File: src/rtl/grf_wb_arbiter_if.sv
// Bus bundle for grf_wb_arbiter: pipeline W-stage write request, MDU result
// handshake, MDU issue / D-stage hazard lookup, and the shared GRF write port.
//   slave  : arbiter side (consumes requests, drives GRF port and hazard info)
//   master : environment side (pipeline, MDU and decode stage)
// fifo_cnt is log2(DEPTH)+1 bits wide so it can represent a full FIFO.
interface grf_wb_arbiter_if #(
    parameter int unsigned DEPTH = 4
);
    localparam int unsigned CW = $clog2(DEPTH) + 1;

    // Pipeline W stage
    logic          p_we;
    logic [4:0]    p_a3;
    logic [31:0]   p_wd;
    logic [31:0]   p_pc;
    logic          p_hold;
    // MDU result handshake
    logic          m_valid;
    logic [4:0]    m_a3;
    logic [31:0]   m_wd;
    logic [31:0]   m_pc;
    logic          m_ready;
    // MDU issue and D-stage hazard lookup
    logic          iss_valid;
    logic [4:0]    iss_a3;
    logic [4:0]    rs_a;
    logic [4:0]    rt_a;
    logic          stall;
    // GRF write port
    logic          grf_we;
    logic [4:0]    grf_a3;
    logic [31:0]   grf_wd;
    logic [31:0]   grf_pc;
    logic [CW-1:0] fifo_cnt;

    modport slave (
        input  p_we, p_a3, p_wd, p_pc,
        input  m_valid, m_a3, m_wd, m_pc,
        input  iss_valid, iss_a3, rs_a, rt_a,
        output p_hold, m_ready, stall,
        output grf_we, grf_a3, grf_wd, grf_pc, fifo_cnt
    );

    modport master (
        output p_we, p_a3, p_wd, p_pc,
        output m_valid, m_a3, m_wd, m_pc,
        output iss_valid, iss_a3, rs_a, rt_a,
        input  p_hold, m_ready, stall,
        input  grf_we, grf_a3, grf_wd, grf_pc, fifo_cnt
    );
endinterface

File: src/rtl/grf_wb_arbiter.sv
// GRF write-back arbiter: shares the single GRF write port between the
// pipeline W stage and a DEPTH-entry FIFO of MDU results. The pipeline has
// priority, but after STARVE_MAX consecutive pipeline wins with results
// waiting, the FIFO head is forced through and the pipeline is held.
// A pending scoreboard tracks registers with an MDU result still in flight
// and raises stall for dependent D-stage reads.
// Ports:
//   clk   : clock, all state on the rising edge
//   reset : asynchronous active-low reset
//   bus   : grf_wb_arbiter_if.slave (pipeline, MDU, issue/hazard, GRF port)
module grf_wb_arbiter #(
    parameter int unsigned DEPTH      = 4,
    parameter int unsigned STARVE_MAX = 8
) (
    input logic                 clk,
    input logic                 reset,
    grf_wb_arbiter_if.slave     bus
);
    localparam int unsigned PW = $clog2(DEPTH);
    localparam int unsigned CW = PW + 1;
    localparam int unsigned SW = $clog2(STARVE_MAX + 1);

    logic [4:0]    r_fifo_a3 [DEPTH];
    logic [31:0]   r_fifo_wd [DEPTH];
    logic [31:0]   r_fifo_pc [DEPTH];
    logic [PW-1:0] r_wptr;
    logic [PW-1:0] r_rptr;
    logic [CW-1:0] r_cnt;
    logic [SW-1:0] r_starve;
    logic [31:0]   r_pending;

    logic          w_empty;
    logic          w_m_ready;
    logic          w_push;
    logic          w_fifo_win;
    logic          w_pop;
    logic [4:0]    w_head_a3;
    logic [31:0]   w_pending_d;

    assign w_empty    = (r_cnt == '0);
    assign w_m_ready  = (r_cnt < CW'(DEPTH));
    // Results for r0 complete the handshake but are never queued.
    assign w_push     = bus.m_valid & w_m_ready & (bus.m_a3 != 5'd0);
    assign w_fifo_win = (r_starve == SW'(STARVE_MAX)) | ~bus.p_we;
    assign w_pop      = w_fifo_win & ~w_empty;
    assign w_head_a3  = r_fifo_a3[r_rptr];

    assign bus.m_ready  = w_m_ready;
    assign bus.fifo_cnt = r_cnt;
    assign bus.stall    = r_pending[bus.rs_a] | r_pending[bus.rt_a]
                        | (bus.iss_valid & r_pending[bus.iss_a3]);

    always_comb begin
        bus.grf_we = 1'b0;
        bus.grf_a3 = 5'd0;
        bus.grf_wd = 32'd0;
        bus.grf_pc = 32'd0;
        bus.p_hold = 1'b0;
        if (w_pop) begin
            bus.grf_we = 1'b1;
            bus.grf_a3 = w_head_a3;
            bus.grf_wd = r_fifo_wd[r_rptr];
            bus.grf_pc = r_fifo_pc[r_rptr];
            bus.p_hold = bus.p_we;
        end else if (bus.p_we) begin
            bus.grf_we = 1'b1;
            bus.grf_a3 = bus.p_a3;
            bus.grf_wd = bus.p_wd;
            bus.grf_pc = bus.p_pc;
        end
    end

    // Set after clear so a same-cycle issue to the popped register stays pending.
    always_comb begin
        w_pending_d = r_pending;
        if (w_pop) begin
            w_pending_d[w_head_a3] = 1'b0;
        end
        if (bus.iss_valid && (bus.iss_a3 != 5'd0)) begin
            w_pending_d[bus.iss_a3] = 1'b1;
        end
        w_pending_d[0] = 1'b0;
    end

    // Payload storage needs no reset; validity is carried by the pointers.
    always_ff @(posedge clk) begin
        if (w_push) begin
            r_fifo_a3[r_wptr] <= bus.m_a3;
            r_fifo_wd[r_wptr] <= bus.m_wd;
            r_fifo_pc[r_wptr] <= bus.m_pc;
        end
    end

    always_ff @(posedge clk or negedge reset) begin
        if (!reset) begin
            r_wptr    <= '0;
            r_rptr    <= '0;
            r_cnt     <= '0;
            r_starve  <= '0;
            r_pending <= '0;
        end else begin
            if (w_push) begin
                r_wptr <= r_wptr + PW'(1);
            end
            if (w_pop) begin
                r_rptr <= r_rptr + PW'(1);
            end
            r_cnt <= r_cnt + CW'(w_push) - CW'(w_pop);
            // Non-empty without a pop means the pipeline took the port iff p_we.
            if (w_pop || w_empty) begin
                r_starve <= '0;
            end else if (bus.p_we && (r_starve != SW'(STARVE_MAX))) begin
                r_starve <= r_starve + SW'(1);
            end
            r_pending <= w_pending_d;
        end
    end
endmodule
File: src/flat_wrapper.sv
// flat-port wrapper written by rule: the top's interface ports become plain ports
module grf_wb_arbiter_flat 
#(
    parameter int unsigned DEPTH      = 4,
    parameter int unsigned STARVE_MAX = 8
)
  (clk, reset, bus_p_we, bus_p_a3, bus_p_wd, bus_p_pc, bus_m_valid, bus_m_a3, bus_m_wd, bus_m_pc, bus_iss_valid, bus_iss_a3, bus_rs_a, bus_rt_a, bus_p_hold, bus_m_ready, bus_stall, bus_grf_we, bus_grf_a3, bus_grf_wd, bus_grf_pc, bus_fifo_cnt);
  grf_wb_arbiter_if #(.DEPTH(DEPTH)) bus_i ();
  input logic clk;
  input logic reset;
  input wire logic [$bits(bus_i.p_we)-1:0] bus_p_we;
  input wire logic [$bits(bus_i.p_a3)-1:0] bus_p_a3;
  input wire logic [$bits(bus_i.p_wd)-1:0] bus_p_wd;
  input wire logic [$bits(bus_i.p_pc)-1:0] bus_p_pc;
  input wire logic [$bits(bus_i.m_valid)-1:0] bus_m_valid;
  input wire logic [$bits(bus_i.m_a3)-1:0] bus_m_a3;
  input wire logic [$bits(bus_i.m_wd)-1:0] bus_m_wd;
  input wire logic [$bits(bus_i.m_pc)-1:0] bus_m_pc;
  input wire logic [$bits(bus_i.iss_valid)-1:0] bus_iss_valid;
  input wire logic [$bits(bus_i.iss_a3)-1:0] bus_iss_a3;
  input wire logic [$bits(bus_i.rs_a)-1:0] bus_rs_a;
  input wire logic [$bits(bus_i.rt_a)-1:0] bus_rt_a;
  output wire logic [$bits(bus_i.p_hold)-1:0] bus_p_hold;
  output wire logic [$bits(bus_i.m_ready)-1:0] bus_m_ready;
  output wire logic [$bits(bus_i.stall)-1:0] bus_stall;
  output wire logic [$bits(bus_i.grf_we)-1:0] bus_grf_we;
  output wire logic [$bits(bus_i.grf_a3)-1:0] bus_grf_a3;
  output wire logic [$bits(bus_i.grf_wd)-1:0] bus_grf_wd;
  output wire logic [$bits(bus_i.grf_pc)-1:0] bus_grf_pc;
  output wire logic [$bits(bus_i.fifo_cnt)-1:0] bus_fifo_cnt;
  assign bus_i.p_we = bus_p_we;
  assign bus_i.p_a3 = bus_p_a3;
  assign bus_i.p_wd = bus_p_wd;
  assign bus_i.p_pc = bus_p_pc;
  assign bus_i.m_valid = bus_m_valid;
  assign bus_i.m_a3 = bus_m_a3;
  assign bus_i.m_wd = bus_m_wd;
  assign bus_i.m_pc = bus_m_pc;
  assign bus_i.iss_valid = bus_iss_valid;
  assign bus_i.iss_a3 = bus_iss_a3;
  assign bus_i.rs_a = bus_rs_a;
  assign bus_i.rt_a = bus_rt_a;
  assign bus_p_hold = bus_i.p_hold;
  assign bus_m_ready = bus_i.m_ready;
  assign bus_stall = bus_i.stall;
  assign bus_grf_we = bus_i.grf_we;
  assign bus_grf_a3 = bus_i.grf_a3;
  assign bus_grf_wd = bus_i.grf_wd;
  assign bus_grf_pc = bus_i.grf_pc;
  assign bus_fifo_cnt = bus_i.fifo_cnt;
  grf_wb_arbiter #(.DEPTH(DEPTH), .STARVE_MAX(STARVE_MAX)) u_core (.clk(clk), .reset(reset), .bus(bus_i));
endmodule
File: config.mk
export PLATFORM = sky130hd
export DESIGN_NAME = grf_wb_arbiter_flat
export DESIGN_NICKNAME = d
export VERILOG_FILES = /design/src/rtl/grf_wb_arbiter_if.sv /design/src/rtl/grf_wb_arbiter.sv /design/src/flat_wrapper.sv
export SDC_FILE = /design/constraint.sdc
export NUM_CORES = 1
export LEC_CHECK = 0
export ABC_AREA = 0
export BUFFER_PORTS_ARGS = -buffer_cell sky130_fd_sc_hd__buf_2
export CORE_UTILIZATION = 54
export CTS_CLUSTER_SIZE = 20
export DETAILED_ROUTE_END_ITERATION = 6
export GPL_ROUTABILITY_DRIVEN = 0
export PLACE_DENSITY = 0.84
export SYNTH_ARGS = -nofsm -noshare
export SYNTH_HDL_FRONTEND = slang
export SYNTH_SLANG_ARGS = --single-unit
File: constraint.sdc
create_clock -name clk -period 4 [get_ports clk]
set_input_delay 0.8 -clock clk [delete_from_list [all_inputs] [get_ports clk]]
set_output_delay 0.8 -clock clk [all_outputs]
set_load 0.005 [all_outputs]
==> impl_table.tex <==
\begin{tabular}{lr}
\hline
Metric & Value \\
\hline
\multicolumn{2}{l}{\textbf{Run status}} \\
\quad Result of the run & finished, final reports clean \\
\multicolumn{2}{l}{\textbf{Clock network}} \\
\quad Quantity of hold-fixing buffers added after cts & 0 \\
\quad Resized Gates After CTS & 0 \\
\quad Worst-case clock buffer depth & 3 \\
\quad Clock latency on the worst-skew pair & 0.55 ns \\
\quad Num CTS Buffers & 31 \\
\quad H-tree depth & 1 \\
\quad Number of post-CTS setup repair buffers & 0 \\
\quad Sink Count & 318 \\
\quad Clock Tree Root & clkbuf\_16 \\
\quad TritonCTS clock tree & yes \\
\quad Clock-pin slew reported for the worst setup and hold paths after clock tree synthesis & 0.06 ns \\
\multicolumn{2}{l}{\textbf{Synth}} \\
\quad Flip-flop and latch count after synthesis & 318 \\
\quad Post-synthesis cell type with the largest combined area & edfxtp\_1 \\
\quad Leading post-synthesis cells by cell area & edfxtp\_1 61\%, mux4\_2 14\%, dfrtp\_1 7.7\% \\
\quad Warnings from Yosys & 0 \\
\quad Fraction of registers with async set or reset after synthesis & 0.132 \\
\quad Avg Synthesized Cell Area & 15.9 um\^{}2 \\
\quad Primary flip-flop cell chosen by synthesis mapping & edfxtp\_1 \\
\quad Syn Std Cell Area & 13700 um\^{}2 \\
\quad Cells after Synth & 858 \\
\quad Area share of the leading cell type in the synthesized netlist & 0.606 \\
\quad Sequential cell area fraction in the yosys report & 0.683 \\
\quad Post-synth cell types & 47 \\
\quad Synthesized net count & 1025 \\
\quad Number of flops mapped to enable cells by yosys & 276 \\
\multicolumn{2}{l}{\textbf{Placement}} \\
\quad Area of placed instances & 15200 um\^{}2 \\
\quad Placed Cells & 1375 \\
\quad DPL Wire Length & 19.8 mm \\
\quad Number of buffer cells added on primary ports & 233 \\
\multicolumn{2}{l}{\textbf{Power and ir drop}} \\
\quad PD cells & 656 nW/um\^{}2 \\
\quad Worst IR drop on VDD & 0.642 mV \\
\quad Leakage power total & 5.98 nW \\
\quad Total design power & 10.7 mW \\
\multicolumn{2}{l}{\textbf{Job}} \\
\quad \# Max-Cap Violations & 0 \\
\multicolumn{2}{l}{\textbf{Worst setup path}} \\
\quad Critical Path Source Type & flip-flop \\
\quad Req. time, crit path & 3.20 ns \\
\quad Number of cells on the worst reg-to-reg path & 11 \\
\quad Critical R2R Capture & u\_core.bus.fifo\_cnt[2] \\
\quad Critical path fanouts, max & 27 \\
\quad Critical setup path kind & reg -> out \\
\quad Reg-to-Reg Start & u\_core.r\_starve[0] \\
\quad Worst setup slack for register-to-register paths & 1.47 ns \\
\quad Setup crit start & u\_core.r\_rptr[0] \\
\quad Setup crit end & bus\_grf\_wd[30] \\
\quad Data arrival time of the worst path & 2.60 ns \\
\quad Critical Path End Type & output pin \\
\multicolumn{2}{l}{\textbf{Floorplanning}} \\
\quad DIE WIDTH & 161 um \\
\quad Core ar. & 24600 um\^{}2 \\
\quad Top-level port count & 234 \\
\quad Floorplan die area & 25900 um\^{}2 \\
\quad Effective utilization at floorplan & 0.555 \\
\quad \# rows & 57 \\
\quad Die H & 161 um \\
\multicolumn{2}{l}{\textbf{Min path}} \\
\quad Class of the tightest hold or removal check & in -> async \\
\multicolumn{2}{l}{\textbf{Detailed routing}} \\
\quad Average detailed-routed wire length per instance & 21.1 um \\
\quad Antenna Nets Post-Route & 0 \\
\quad Drc violations & 0 \\
\quad First-iteration detailed-routing DRC count & 746 \\
\quad Drt total wl & 30.4 mm \\
\quad Via count normalized by instance count & 5.93 \\
\quad Drt pass-1 iters & 5 \\
\quad Via count & 8533 \\
\multicolumn{2}{l}{\textbf{Cells and area}} \\
\quad Core Util, Final & 0.661 \\
\quad Top library cells by usage in the layout, fill and taps aside & 276 x edfxtp\_1, 233 x buf\_2, 151 x nand2\_1 \\
\quad Growth of design area from synthesis to finish & 18.9\% \\
\quad Commonest non-fill, non-tap cell in the layout & edfxtp\_1 \\
\quad Fin nets & 1251 \\
\quad Post-Layout Cell Count & 1439 \\
\quad Fin area & 16300 um\^{}2 \\
\quad Fraction of final layout cells with drive strength greater than 1 & 0.351 \\
\multicolumn{2}{l}{\textbf{Timing}} \\
\quad Final critical path time including I/O delays and setup & 3.40 ns \\
\quad Final setup violation count & 0 \\
\quad F\_max & 0.294 GHz \\
\quad Final-report hold violation count & 0 \\
\quad Final worst-path cycle share & 0.849 \\
\quad Unrepaired setup endpoints after global routing & no \\
\quad Clk\_skew & 0.0121 ns \\
\quad Final max-slew violation count & 0 \\
\quad Worst slew margin relative to its limit & 0.381 \\
\quad Slew of the pin with the lowest slew margin & 0.929 ns \\
\quad Setup TNS & 0 ns \\
\multicolumn{2}{l}{\textbf{Global route}} \\
\quad Wire length of the first global-routing pass & 47.0 mm \\
\quad Initial antenna violation count & 4 \\
\quad Overall global routing resource usage & 0.237 \\
\quad Pin count of the biggest net entering global routing & 75 \\
\quad Number of global-route vias before repair & 8597 \\
\quad GR Overflow Total & 0 \\
\hline
\end{tabular}
-- cell type report --
cell class / instances / area, um^2
Antenna cell: 7 / 17.5
Clock buffer: 34 / 787
Clock inverter: 23 / 229
Fill cell: 1645 / 8350
Inverter: 15 / 56.3
Multi-Input combinational cell: 472 / 4050
Sequential cell: 318 / 9340
Tap cell: 324 / 405
Timing Repair Buffer: 246 / 1360
-- cells in the mapped netlist, drive strengths merged, types with 4 or more instances --
library cell  number
ha                 8
and2               5
clkbuf            31
nand2            151
buf               22
mux2i              6
nand3             13
inv               15
dfrtp             42
nand3b             7
edfxtp           276
nor2b              6
o2bb2ai            8
nand4              5
nand2b             4
xnor2              5
o21ai            117
mux4              88
nor2              11
-- metal layers --
metal	routed length (um)	up-vias	track usage
met5	18	-	0
met4	709	4	0.0690
met3	2510	64	0.0473
met2	15100	433	0.402
met1	12000	4227	0.313
li1	-	3805	-
-- critical path, cell delays in order (launching register included) --
cell,delay [ns]
dfrtp_4,0.81
buf_12,0.31
mux4_2,0.54
nand2_1,0.13
o21ai_0,0.11
buf_2,0.14
-- flip-flops by register name (all words and copies together), names as in the netlist --
signal	count
u_core.r_starve	4
u_core.r_fifo_pc	128
u_core.r_fifo_wd	128
u_core.r_wptr	2
u_core.r_rptr	2
u_core.r_fifo_a3	20
u_core.bus.fifo_cnt	3
u_core.r_pending	31
-- cell families after synthesis --
| logic type | after synthesis | share of synthesized area |
|---|---|---|
| AO/OA/AOI/OAI | 139 | 0.0557 |
| multiplexers | 97 | 0.154 |
| XOR/XNOR | 7 | 0.00449 |
| adder cells (fa/ha/maj) | 9 | 0.00879 |
| AND/OR/NAND/NOR | 220 | 0.0724 |
| buffers and inverters | 68 | 0.0217 |
| flip-flops | 318 | 0.683 |
-- per-stage QoR --
stage          setup WS, ns  hold slack, ns
2_1_floorplan         0.767           0.454
3_3_place_gp          0.699           0.472
3_5_place_dp          0.662           0.490
4_1_cts               0.517           0.416
5_1_grt               0.425           0.447
6_report              0.602           0.392
-- how the worst min path moves through the flow --
stage                             endpoint  cells after the start
floorplan               u_core.r_starve[0]                      1
global placement        u_core.r_starve[0]                      1
detailed placement      u_core.r_starve[0]                      1
CTS                 u_core.bus.fifo_cnt[0]                      1
global route        u_core.r_fifo_wd[3][5]                      1
finish                u_core.r_pending[30]                      1
-- power breakdown --
| part | internal (mW) | switching, mW |
|---|---|---|
| logic | 1.55 | 1.59 |
| clock network | 1.68 | 1.20 |
| registers | 4.23 | 0.417 |
Note: power is estimated with default switching activity, not from simulation.
